## src/rtl/fetch_unit_pkg.sv

```systemverilog
// Shared fetch-side definitions: fetch width, packet format, FSM states and block helpers.
// The `N and `NUM_SCALAR_BITS macros can be predefined by the build; defaults are 3 and 2.
`ifndef N
`define N 3
`endif
`ifndef NUM_SCALAR_BITS
`define NUM_SCALAR_BITS $clog2(`N + 1)
`endif

package fetch_unit_pkg;

    localparam int FETCH_WIDTH               = `N;
    localparam int SCALAR_BITS               = `NUM_SCALAR_BITS;
    localparam int DEFAULT_FETCH_BLOCK_INSTS = 4;

    typedef struct packed {
        logic [31:0] inst;
        logic [31:0] PC;
        logic [31:0] NPC;
    } FETCH_PACKET;

    typedef enum logic [0:0] {
        FETCH     = 1'b0,
        MISS_WAIT = 1'b1
    } fetch_state_t;

    // Byte address of the start of the block containing pc.
    function automatic logic [31:0] block_base(input logic [31:0] pc, input int ofs_bits);
        return pc & ~((32'd1 << (ofs_bits + 2)) - 32'd1);
    endfunction

    // Word offset of pc within its block.
    function automatic logic [31:0] block_word_ofs(input logic [31:0] pc, input int ofs_bits);
        return (pc >> 2) & ((32'd1 << ofs_bits) - 32'd1);
    endfunction

endpackage

```

## src/rtl/fetch_unit_if.sv

```systemverilog
// I-cache request/response and instruction-buffer write bundle between the fetch unit and its neighbours.
interface fetch_unit_if
#(
    parameter int FETCH_BLOCK_INSTS = fetch_unit_pkg::DEFAULT_FETCH_BLOCK_INSTS
) ();

    logic                                               icache_req_valid;
    logic [31:0]                                        icache_req_addr;
    logic                                               icache_hit;
    logic [32*FETCH_BLOCK_INSTS-1:0]                    icache_data;
    logic [fetch_unit_pkg::SCALAR_BITS-1:0]             inst_buffer_spots;
    fetch_unit_pkg::FETCH_PACKET [fetch_unit_pkg::FETCH_WIDTH-1:0] inst_buffer_inputs;
    logic [fetch_unit_pkg::SCALAR_BITS-1:0]             instructions_valid;

    modport master (
        output icache_req_valid,
        output icache_req_addr,
        input  icache_hit,
        input  icache_data,
        input  inst_buffer_spots,
        output inst_buffer_inputs,
        output instructions_valid
    );

    modport slave (
        input  icache_req_valid,
        input  icache_req_addr,
        output icache_hit,
        output icache_data,
        output inst_buffer_spots,
        input  inst_buffer_inputs,
        input  instructions_valid
    );

endinterface

```

## src/rtl/fetch_unit_count_calc.sv

```systemverilog
// Lanes deliverable this cycle: min of fetch width, free buffer slots and words left in the block.
module fetch_count_calc
    import fetch_unit_pkg::*;
#(
    parameter int FETCH_BLOCK_INSTS = DEFAULT_FETCH_BLOCK_INSTS
) (
    input  logic [SCALAR_BITS-1:0] spots,
    input  logic [31:0]            blk_ofs,
    output logic [SCALAR_BITS-1:0] count
);

    logic [31:0] remain_s;
    logic [31:0] lim_s;

    // Three-way minimum in 32-bit arithmetic so every operand compares at full width.
    always_comb begin
        remain_s = 32'(FETCH_BLOCK_INSTS) - blk_ofs;
        lim_s    = 32'(FETCH_WIDTH);
        if (32'(spots) < lim_s) begin
            lim_s = 32'(spots);
        end else begin
            lim_s = lim_s;
        end
        if (remain_s < lim_s) begin
            lim_s = remain_s;
        end else begin
            lim_s = lim_s;
        end
        count = lim_s[SCALAR_BITS-1:0];
    end

endmodule

```

## src/rtl/fetch_unit.sv

```systemverilog
// Fetch unit: holds the fetch PC, requests I-cache blocks and writes in-order packets to the buffer.
// Optional FETCH_STATS_EN adds fetched-instruction, miss-cycle and buffer-full cycle counters.
module fetch_unit
    import fetch_unit_pkg::*;
#(
    parameter int FETCH_BLOCK_INSTS = DEFAULT_FETCH_BLOCK_INSTS
) (
    input  logic         clock,
    input  logic         reset,
    input  logic         restore_valid,
    input  logic [31:0]  restore_pc,
    fetch_unit_if.master bus
`ifdef FETCH_STATS_EN
    ,
    output logic [31:0]  stat_insts_fetched,
    output logic [31:0]  stat_miss_cycles,
    output logic [31:0]  stat_full_cycles
`endif
);

    localparam int BLK_OFS_BITS = $clog2(FETCH_BLOCK_INSTS);

    fetch_state_t                   state_r;
    logic [31:0]                    pc_r;

    logic [31:0]                    blk_ofs_s;
    logic [SCALAR_BITS-1:0]         count_s;
    logic                           req_valid_s;
    logic                           deliver_s;
    logic [SCALAR_BITS-1:0]         out_count_s;
    logic [31:0]                    word_idx_s;
    logic [31:0]                    lane_pc_s;
    FETCH_PACKET [FETCH_WIDTH-1:0]  packets_s;
    logic                           unused_s;

    assign unused_s  = ^restore_pc[1:0];
    assign blk_ofs_s = block_word_ofs(pc_r, BLK_OFS_BITS);

    fetch_count_calc #(
        .FETCH_BLOCK_INSTS (FETCH_BLOCK_INSTS)
    ) u_count (
        .spots   (bus.inst_buffer_spots),
        .blk_ofs (blk_ofs_s),
        .count   (count_s)
    );

    // Request qualification: a miss keeps re-presenting its address regardless of buffer space.
    always_comb begin
        req_valid_s = 1'b0;
        if (reset || restore_valid) begin
            req_valid_s = 1'b0;
        end else if (state_r == MISS_WAIT) begin
            req_valid_s = 1'b1;
        end else begin
            req_valid_s = (bus.inst_buffer_spots != {SCALAR_BITS{1'b0}});
        end
        deliver_s   = req_valid_s && bus.icache_hit;
        if (deliver_s) begin
            out_count_s = count_s;
        end else begin
            out_count_s = {SCALAR_BITS{1'b0}};
        end
    end

    // Packet lanes: lane i takes block word (offset + i); unused lanes are zero.
    always_comb begin
        packets_s  = '0;
        word_idx_s = 32'd0;
        lane_pc_s  = 32'd0;
        for (int i = 0; i < FETCH_WIDTH; i++) begin
            word_idx_s = blk_ofs_s + 32'(i);
            lane_pc_s  = pc_r + (32'(i) << 2);
            if ((32'(i) < 32'(out_count_s)) && (word_idx_s < 32'(FETCH_BLOCK_INSTS))) begin
                packets_s[i].inst = bus.icache_data[word_idx_s*32 +: 32];
                packets_s[i].PC   = lane_pc_s;
                packets_s[i].NPC  = lane_pc_s + 32'd4;
            end else begin
                packets_s[i] = '0;
            end
        end
    end

    assign bus.icache_req_valid   = req_valid_s;
    assign bus.icache_req_addr    = block_base(pc_r, BLK_OFS_BITS);
    assign bus.instructions_valid = out_count_s;
    assign bus.inst_buffer_inputs = packets_s;

    // PC and fetch state: reset beats restore, restore discards any coincident hit.
    always_ff @(posedge clock) begin
        if (reset) begin
            state_r <= FETCH;
            pc_r    <= 32'd0;
        end else if (restore_valid) begin
            state_r <= FETCH;
            pc_r    <= {restore_pc[31:2], 2'b00};
        end else if (req_valid_s) begin
            if (bus.icache_hit) begin
                state_r <= FETCH;
                pc_r    <= pc_r + (32'(count_s) << 2);
            end else begin
                state_r <= MISS_WAIT;
                pc_r    <= pc_r;
            end
        end else begin
            state_r <= state_r;
            pc_r    <= pc_r;
        end
    end

`ifdef FETCH_STATS_EN
    logic [31:0] stat_insts_r;
    logic [31:0] stat_miss_r;
    logic [31:0] stat_full_r;

    // Wrapping activity counters; restore cycles count toward none of them.
    always_ff @(posedge clock) begin
        if (reset) begin
            stat_insts_r <= 32'd0;
            stat_miss_r  <= 32'd0;
            stat_full_r  <= 32'd0;
        end else if (restore_valid) begin
            stat_insts_r <= stat_insts_r;
            stat_miss_r  <= stat_miss_r;
            stat_full_r  <= stat_full_r;
        end else begin
            stat_insts_r <= stat_insts_r + 32'(out_count_s);
            if (state_r == MISS_WAIT) begin
                stat_miss_r <= stat_miss_r + 32'd1;
            end else begin
                stat_miss_r <= stat_miss_r;
            end
            if ((state_r == FETCH) && (bus.inst_buffer_spots == {SCALAR_BITS{1'b0}})) begin
                stat_full_r <= stat_full_r + 32'd1;
            end else begin
                stat_full_r <= stat_full_r;
            end
        end
    end

    assign stat_insts_fetched = stat_insts_r;
    assign stat_miss_cycles   = stat_miss_r;
    assign stat_full_cycles   = stat_full_r;
`endif

endmodule

```

## src/flat_wrapper.sv

```systemverilog
// flat-port wrapper written by rule: the top's interface ports become plain ports
module fetch_unit_flat import fetch_unit_pkg::*;
#(
    parameter int FETCH_BLOCK_INSTS = DEFAULT_FETCH_BLOCK_INSTS
)
  (clock, reset, restore_valid, restore_pc, bus_icache_req_valid, bus_icache_req_addr, bus_icache_hit, bus_icache_data, bus_inst_buffer_spots, bus_inst_buffer_inputs, bus_instructions_valid);
  fetch_unit_if #(.FETCH_BLOCK_INSTS(FETCH_BLOCK_INSTS)) bus_i ();
  input  logic clock;
  input  logic reset;
  input  logic restore_valid;
  input  logic [31:0] restore_pc;
  output wire logic [$bits(bus_i.icache_req_valid)-1:0] bus_icache_req_valid;
  output wire logic [$bits(bus_i.icache_req_addr)-1:0] bus_icache_req_addr;
  input wire logic [$bits(bus_i.icache_hit)-1:0] bus_icache_hit;
  input wire logic [$bits(bus_i.icache_data)-1:0] bus_icache_data;
  input wire logic [$bits(bus_i.inst_buffer_spots)-1:0] bus_inst_buffer_spots;
  output wire logic [$bits(bus_i.inst_buffer_inputs)-1:0] bus_inst_buffer_inputs;
  output wire logic [$bits(bus_i.instructions_valid)-1:0] bus_instructions_valid;
  assign bus_icache_req_valid = bus_i.icache_req_valid;
  assign bus_icache_req_addr = bus_i.icache_req_addr;
  assign bus_i.icache_hit = bus_icache_hit;
  assign bus_i.icache_data = bus_icache_data;
  assign bus_i.inst_buffer_spots = bus_inst_buffer_spots;
  assign bus_inst_buffer_inputs = bus_i.inst_buffer_inputs;
  assign bus_instructions_valid = bus_i.instructions_valid;
  fetch_unit #(.FETCH_BLOCK_INSTS(FETCH_BLOCK_INSTS)) u_core (.clock(clock), .reset(reset), .restore_valid(restore_valid), .restore_pc(restore_pc), .bus(bus_i));
endmodule
```

## config.mk

```make
export PLATFORM = sky130hd
export DESIGN_NAME = fetch_unit_flat
export DESIGN_NICKNAME = d
export VERILOG_FILES = /design/src/rtl/fetch_unit_pkg.sv /design/src/rtl/fetch_unit_if.sv /design/src/rtl/fetch_unit_count_calc.sv /design/src/rtl/fetch_unit.sv /design/src/flat_wrapper.sv
export SDC_FILE = /design/constraint.sdc
export NUM_CORES = 1
export LEC_CHECK = 0
export ABC_CLOCK_PERIOD_IN_PS = 8530
export CORE_AREA = 4 4 191 193
export CTS_CLUSTER_SIZE = 12
export DETAILED_ROUTE_END_ITERATION = 10
export DIE_AREA = 0 0 195 197
export DONT_BUFFER_PORTS = 1
export PLACE_DENSITY_LB_ADDON = 0.25
export SETUP_SLACK_MARGIN = 0.5
export SKIP_LAST_GASP = 1
export SYNTH_ARGS = -nofsm -noshare
export SYNTH_HDL_FRONTEND = slang
export SYNTH_SLANG_ARGS = --single-unit
```

## constraint.sdc

```tcl
create_clock -name clock -period 8.53 [get_ports clock]
set_input_delay 1.706 -clock clock [delete_from_list [all_inputs] [get_ports clock]]
set_output_delay 1.706 -clock clock [all_outputs]
set_load 0.005 [all_outputs]
```

==> results of run 1 <==
power by group through the flow:
| stage | sequential (mW) | combinational (mW) | clock (mW) |
|---|---|---|---|
| 5_1_grt | 0.189 | 0.266 | 0.188 |
| 3_3_place_gp | 0.190 | 0.240 | 0 |
| 2_1_floorplan | 0.163 | 0.218 | 0 |
| 6_report | 0.187 | 0.243 | 0.181 |
| 3_5_place_dp | 0.190 | 0.242 | 0 |
| 4_1_cts | 0.187 | 0.243 | 0.185 |
worst reg2reg max path: stages, from the launching register on:
cell and delay, ns:
dfxtp_4 0.33, inv_1 0.57, ha_1 0.51, ha_1 0.36, a211oi_1 0.37, mux2i_1 0.31, inv_1 0.11, ha_1 0.29
a21oi_1 0.09, nor4_1 0.73, nor3b_1 0.59, nand2_1 0.15, or4_1 0.43, a31oi_1 0.17
registers in the layout, indices dropped and copies added (netlist names):
| signal | flops |
|---|---|
| u_core.pc_r | 30 |
| u_core.state_r | 1 |
cells in the mapped netlist (21+ instances only):
cell type  number
a21oi_1        57
xor2_1         28
nand2_1        50
a211oi_1       65
mux2i_1        70
dfxtp_1        31
buf_4          54
o21ai_0        25
nor4_1         29
nor3_1         46
and2_1         23
nor2_1        284
nand4_1        21
nor2b_1        65
xnor2_1        51
clkbuf_1       80
per-layer routing:
metal  global-route usage, %  vias up  part of all wire, %
li1                        -     3943                    -
met5                       0        -                    0
met2                    35.4      441                   48
met3                    5.08       32                  8.6
met1                    26.7     4229                   41
met4                    4.40        0                  2.0
metrics by stage:
| step | setup slack (ns) | std cells | utilization (%) | hold slack, ns | power (mW) |
|---|---|---|---|---|---|
| after floorplan | 3.15 | 1223 | - | 0.528 | 0.381 |
| after global placement | 2.08 | 1534 | 22.1 | 0.574 | 0.430 |
| after detailed placement | 2.06 | 1534 | 22.1 | 0.601 | 0.432 |
| after CTS | 1.97 | 1541 | 22.5 | 0.613 | 0.615 |
| after global routing | 1.64 | 1541 | 22.5 | 0.693 | 0.643 |
| final | 1.96 | 1541 | 22.5 | 0.605 | 0.611 |
final timing paths:
check	cells after the start	to
setup / recovery	8	bus_inst_buffer_inputs[126]
setup reg to reg	13	u_core.pc_r[31]
hold reg to reg	2	u_core.state_r
hold / removal	2	u_core.state_r
logic make-up (layout without fill, tap and decap cells):
family | Yosys count | after routing | synth area share (%)
multiplexers | 74 | 74 | 9.69
AO/OA/AOI/OAI | 207 | 207 | 18.2
buffers and inverters | 176 | 39 | 12.0
XOR/XNOR | 79 | 79 | 8.99
other | 1 | 16 | 0.0487
AND/OR/NAND/NOR | 630 | 630 | 41.3
adder cells (fa/ha/maj) | 10 | 10 | 1.72
flip-flops | 31 | 31 | 8.07
area by class of cell:
type | count | area share [%]
repair buffers | 20 | 1.93
clock inverters | 1 | 0.0643
flip-flops and latches | 31 | 8.07
well taps | 455 | 7.31
multi-input cells | 1016 | 80.3
inverters | 12 | 0.578
clock buffers | 6 | 1.78
==> flow_summary.ini, run 1 <==
[sta]
hold_viol = 0
final.setup.tns_ns = 0
maxSlewViolCount = 0
fin_crit_ns = 6.57
post-route-period-util_pct = 77.0
finalSetupViolCount = 0
fmax_mhz = 152
rsz0062_at_grt = no
worstMarginPinSlew_ns = 1.07
finalClockSkew_ns = 0.00510
maxSlewHeadroom_pct = 28.2

[power]
switching_power_mw = 0.258
p_seq_share_pct = 30.6
sw_frac_of_total_pct = 42.3
p_per_area_nw_per_um2 = 78.4
p_leak_nw = 2.13
internal_power_mw = 0.352
vdd_drop_max_uv = 94.0
power_frac_clock_pct = 29.6
pwr-share-comb_pct = 39.8

[place]
numPortBuffers = 0
gp_congestion = 0.964
placed_area_sq_um = 7640
dp_hpwl_mm = 35.0

[cells_and_area]
syn_to_final_growth_pct = 1.22
layout_commonest_cell = nor2_1
antenna_cells = 0
seq_area_sq_um = 628
multiInputGateArea_sq_um = 6250
nets = 1262
nFillCells = 3994
layout-drive-gt1-share_pct = 5.34
final_cell_mix = nor2_1 (282), mux2i_1 (70), a211oi_1 (65), nor2b_1 (65), a21oi_1 (57)
final_cell_area_sq_um = 7790

[clocking]
clkSlewWorstSetupHoldPaths_ns = 0.05
ctsResizeCount = 0
root_buffer = clkbuf_16
clock_sinks = 31
hold_buffers = 0
cts_tree = yes
insertion_delay_ns = 0.28
cts_setup_buffers = 0
ctsLongestPathBuffers = 2
cts_made_buffers = 5
h-tree-depth = 2

[critical_path]
reg2reg_slack_ns = 3.45
reg2reg_from = u_core.pc_r[2]
required_ns = 6.82
arrival_ns = 4.86
crit_chain = ha_1 > nand4_2 > or3_1 > or4_4 > a222oi_1 > nand2b_1 > or4_1 > mux2_1
cp_max_fo = 14
worstSetupStartpoint = u_core.pc_r[4]
critPathTopFamily = simple AND/OR/NAND/NOR gates
slowest_delay_ns = 0.76
cp_num_buf_inv = 0
cp_slowest_cell = dfxtp_1
critical_path_class = reg -> out
crit_path_end_kind = output pin
start_kind = register

[drt]
wl_per_cell_um = 28.3
vias_per_cell = 5.61
drt-total-wl_mm = 43.6
first_iter_violations = 667
drc = 0
vias = 8645
first_pass_iters = 5
antenna_left = 0

[logic_synthesis]
synth_top_area_cell = nor2_1
ys_types = 68
synth_edf_count = 0
syn_area_per_cell_sq_um = 6.37
ys_warn_count = 0
seq_area_frac_synth_pct = 8.07
netlist_area_sq_um = 7690
syn-instance-count = 1208
synth_top_cell_area_share_pct = 13.9
yosys_register_bits = 31
synthTopCellsByArea = nor2_1 (14%), mux2i_1 (9.1%), dfxtp_1 (8.1%)
async_flop_share_pct = 0
synth_flop_cell = dfxtp_1

[global_routing]
grt_first_pass_wirelength_mm = 60.9
grt_pass1_vias = 7872
grt_antenna_before_repair = 0
overflow = 0
grt_usage_pct = 20.8
grt_start_max_net_pins = 78

[flow_run]
maxCapViolations = 0

[floorplanning]
start_util_pct = 22.3
core_area_sq_um = 34500
row_count = 68
die-area_sq_um = 38400
die_w_um = 195
fp.dieH_um = 197
ios = 489

[hold_path]
min_from = u_core.state_r
worst_hold_path_type = reg -> reg

[run_status]
status = completed
Note: power is estimated with default switching activity, not from simulation.
==> inputs of run 2 (changes only) <==
--- a/config.mk
+++ b/config.mk
@@ -5,7 +5,7 @@
 export SDC_FILE = /design/constraint.sdc
 export NUM_CORES = 1
 export LEC_CHECK = 0
-export ABC_CLOCK_PERIOD_IN_PS = 8530
+export ABC_CLOCK_PERIOD_IN_PS = 6400
 export CORE_AREA = 4 4 191 193
 export CTS_CLUSTER_SIZE = 12
 export DETAILED_ROUTE_END_ITERATION = 10
==> constraint.sdc (replaced) <==
create_clock -name clock -period 6.4 [get_ports clock]
set_input_delay 1.28 -clock clock [delete_from_list [all_inputs] [get_ports clock]]
set_output_delay 1.28 -clock clock [all_outputs]
set_load 0.005 [all_outputs]
==> flow_summary.ini, run 2 (same netlist as run 1, synthesis figures left out) <==
[run_status]
status = completed

[critical_path]
worstReg2RegEnd = u_core.pc_r[31]
reg2reg_from = u_core.pc_r[3]
required_ns = 5.12
r2r_cells = 14
reg2reg_slack_ns = 2.07
start_kind = register
arrival_ns = 4.30
critical_path_class = reg -> out
cp_max_fo = 12
crit_path_end_kind = output pin

[clocking]
ctsLongestPathBuffers = 2
insertion_delay_ns = 0.28
h-tree-depth = 2
clock_sinks = 31
root_buffer = clkbuf_16
cts_tree = yes
clkSlewWorstSetupHoldPaths_ns = 0.06
cts_made_buffers = 5

[drt]
first_pass_iters = 5
wl_per_cell_um = 27.9
vias_per_cell = 5.53
vias = 8645
drc = 0
antenna_left = 0
first_iter_violations = 613
drt-total-wl_mm = 43.6

[hold_path]
worst_hold_path_type = reg -> reg
min_from = u_core.state_r
min_path_cells = 2
min_to = u_core.state_r

[sta]
rsz0062_at_grt = no
worstMarginPinSlew_ns = 1.03
final.setup.tns_ns = 0
finalClockSkew_ns = 0.00573
hold_viol = 0
maxSlewViolCount = 0
fin_crit_ns = 5.58
finalSetupViolCount = 0
post-route-period-util_pct = 87.2
finalWorstSetupSlack_ns = 0.820
fmax_mhz = 179
maxSlewHeadroom_pct = 31.6

[global_routing]
grt_usage_pct = 20.9
grt_pass1_vias = 7971
overflow = 0
grt_antenna_before_repair = 1
grt_first_pass_wirelength_mm = 60.9
grt_start_max_net_pins = 90

[floorplanning]
ios = 489
core_area_sq_um = 34500
row_count = 68
start_util_pct = 22.3
die_w_um = 195
fp.dieH_um = 197
die-area_sq_um = 38400

[cells_and_area]
largest_reg_flops = 30
layout_commonest_cell = nor2_1
nets = 1283
final_cell_mix = nor2_1 (282), mux2i_1 (70), a211oi_1 (65), nor2b_1 (65), a21oi_1 (57)
fin_cells = 1564
largest_registers = u_core.pc_r (30), u_core.state_r (1)
regMostFlops = u_core.pc_r
syn_to_final_growth_pct = 3.42
layout-drive-gt1-share_pct = 7.32
final_cell_area_sq_um = 7960
nFillCells = 3983

[place]
dp.cells = 1555
gp_congestion = 0.956
dp_hpwl_mm = 35.4
placed_area_sq_um = 7790
numPortBuffers = 0
post-place-ws_ns = 1.09

[power]
vdd_drop_max_uv = 182
p_per_area_nw_per_um2 = 103
p_leak_nw = 2.24

[flow_run]
maxCapViolations = 0
run 2: how the worst max path moves through the flow:
stage	slack, ns	from	cells past startpoint	endpoint
after floorplan	1.87	reset	8	bus_inst_buffer_inputs[114]
after global placement	1.13	u_core.pc_r[6]	8	bus_inst_buffer_inputs[126]
after detailed placement	1.09	u_core.pc_r[2]	9	bus_inst_buffer_inputs[218]
after CTS	0.78	u_core.pc_r[2]	9	bus_inst_buffer_inputs[218]
after global routing	0.52	u_core.pc_r[7]	8	bus_inst_buffer_inputs[223]
final	0.82	u_core.pc_r[18]	7	bus_inst_buffer_inputs[126]
run 2: cell type report:
| type | count | area, sq um | area share, % |
|---|---|---|---|
| clock buffers | 6 | 139 | 1.75 |
| multi-input cells | 1016 | 6250 | 78.6 |
| inverters | 12 | 45.0 | 0.566 |
| repair buffers | 41 | 308 | 3.87 |
| flip-flops and latches | 31 | 632 | 7.94 |
| well taps | 455 | 569 | 7.16 |
| clock inverters | 1 | 5.00 | 0.0629 |
| diodes | 2 | 5.00 | 0.0629 |
run 2: through the flow:
stage | total power [mW] | hold WS, ns | util, %
6_report | 0.822 | 0.588 | 23.0
5_1_grt | 0.871 | 0.693 | 23.0
2_1_floorplan | 0.507 | 0.528 | -
3_5_place_dp | 0.584 | 0.579 | 22.6
4_1_cts | 0.826 | 0.592 | 23.0
3_3_place_gp | 0.580 | 0.562 | 22.6
run 2: critical path, cell delays in order, from the launching register on:
cell and delay [ns]:
dfxtp_1 0.68, nand4_2 0.41, or3_1 0.58, or4_4 0.53, a222oi_1 0.53, nand2b_1 0.35, or4_1 0.57, mux2_1 0.35
run 2: per-layer routing:
layer	track usage, %	vias to the layer above	part of all wire [%]
li1	-	3976	-
met1	26.3	4180	40
met2	35.0	444	48
met3	6.27	45	9.4
met4	5.38	0	2.5
met5	0	-	0
run 2: report_power, final:
| group | leakage [nW] | internal (mW) | switching, mW |
|---|---|---|---|
| clock | 0.0727 | 0.152 | 0.0889 |
| sequential | 0.258 | 0.204 | 0.0398 |
| combinational | 1.91 | 0.119 | 0.218 |
run 2: repair_timing:
action,CTS,global route
hold buffers,0,0
gates resized for setup,0,4
hold endpoints to repair,0,0
setup buffers,0,0
setup endpoints to repair,0,2
==> inputs of run 3 (changes only) <==
--- a/config.mk
+++ b/config.mk
@@ -7,6 +7,7 @@
 export LEC_CHECK = 0
 export ABC_CLOCK_PERIOD_IN_PS = 6400
 export CORE_AREA = 4 4 191 193
+export CTS_CLUSTER_DIAMETER = 80
 export CTS_CLUSTER_SIZE = 12
 export DETAILED_ROUTE_END_ITERATION = 10
 export DIE_AREA = 0 0 195 197
==> results of run 3 <==
Same layout as run 2: the final DEF is identical, and so are final timing and power.
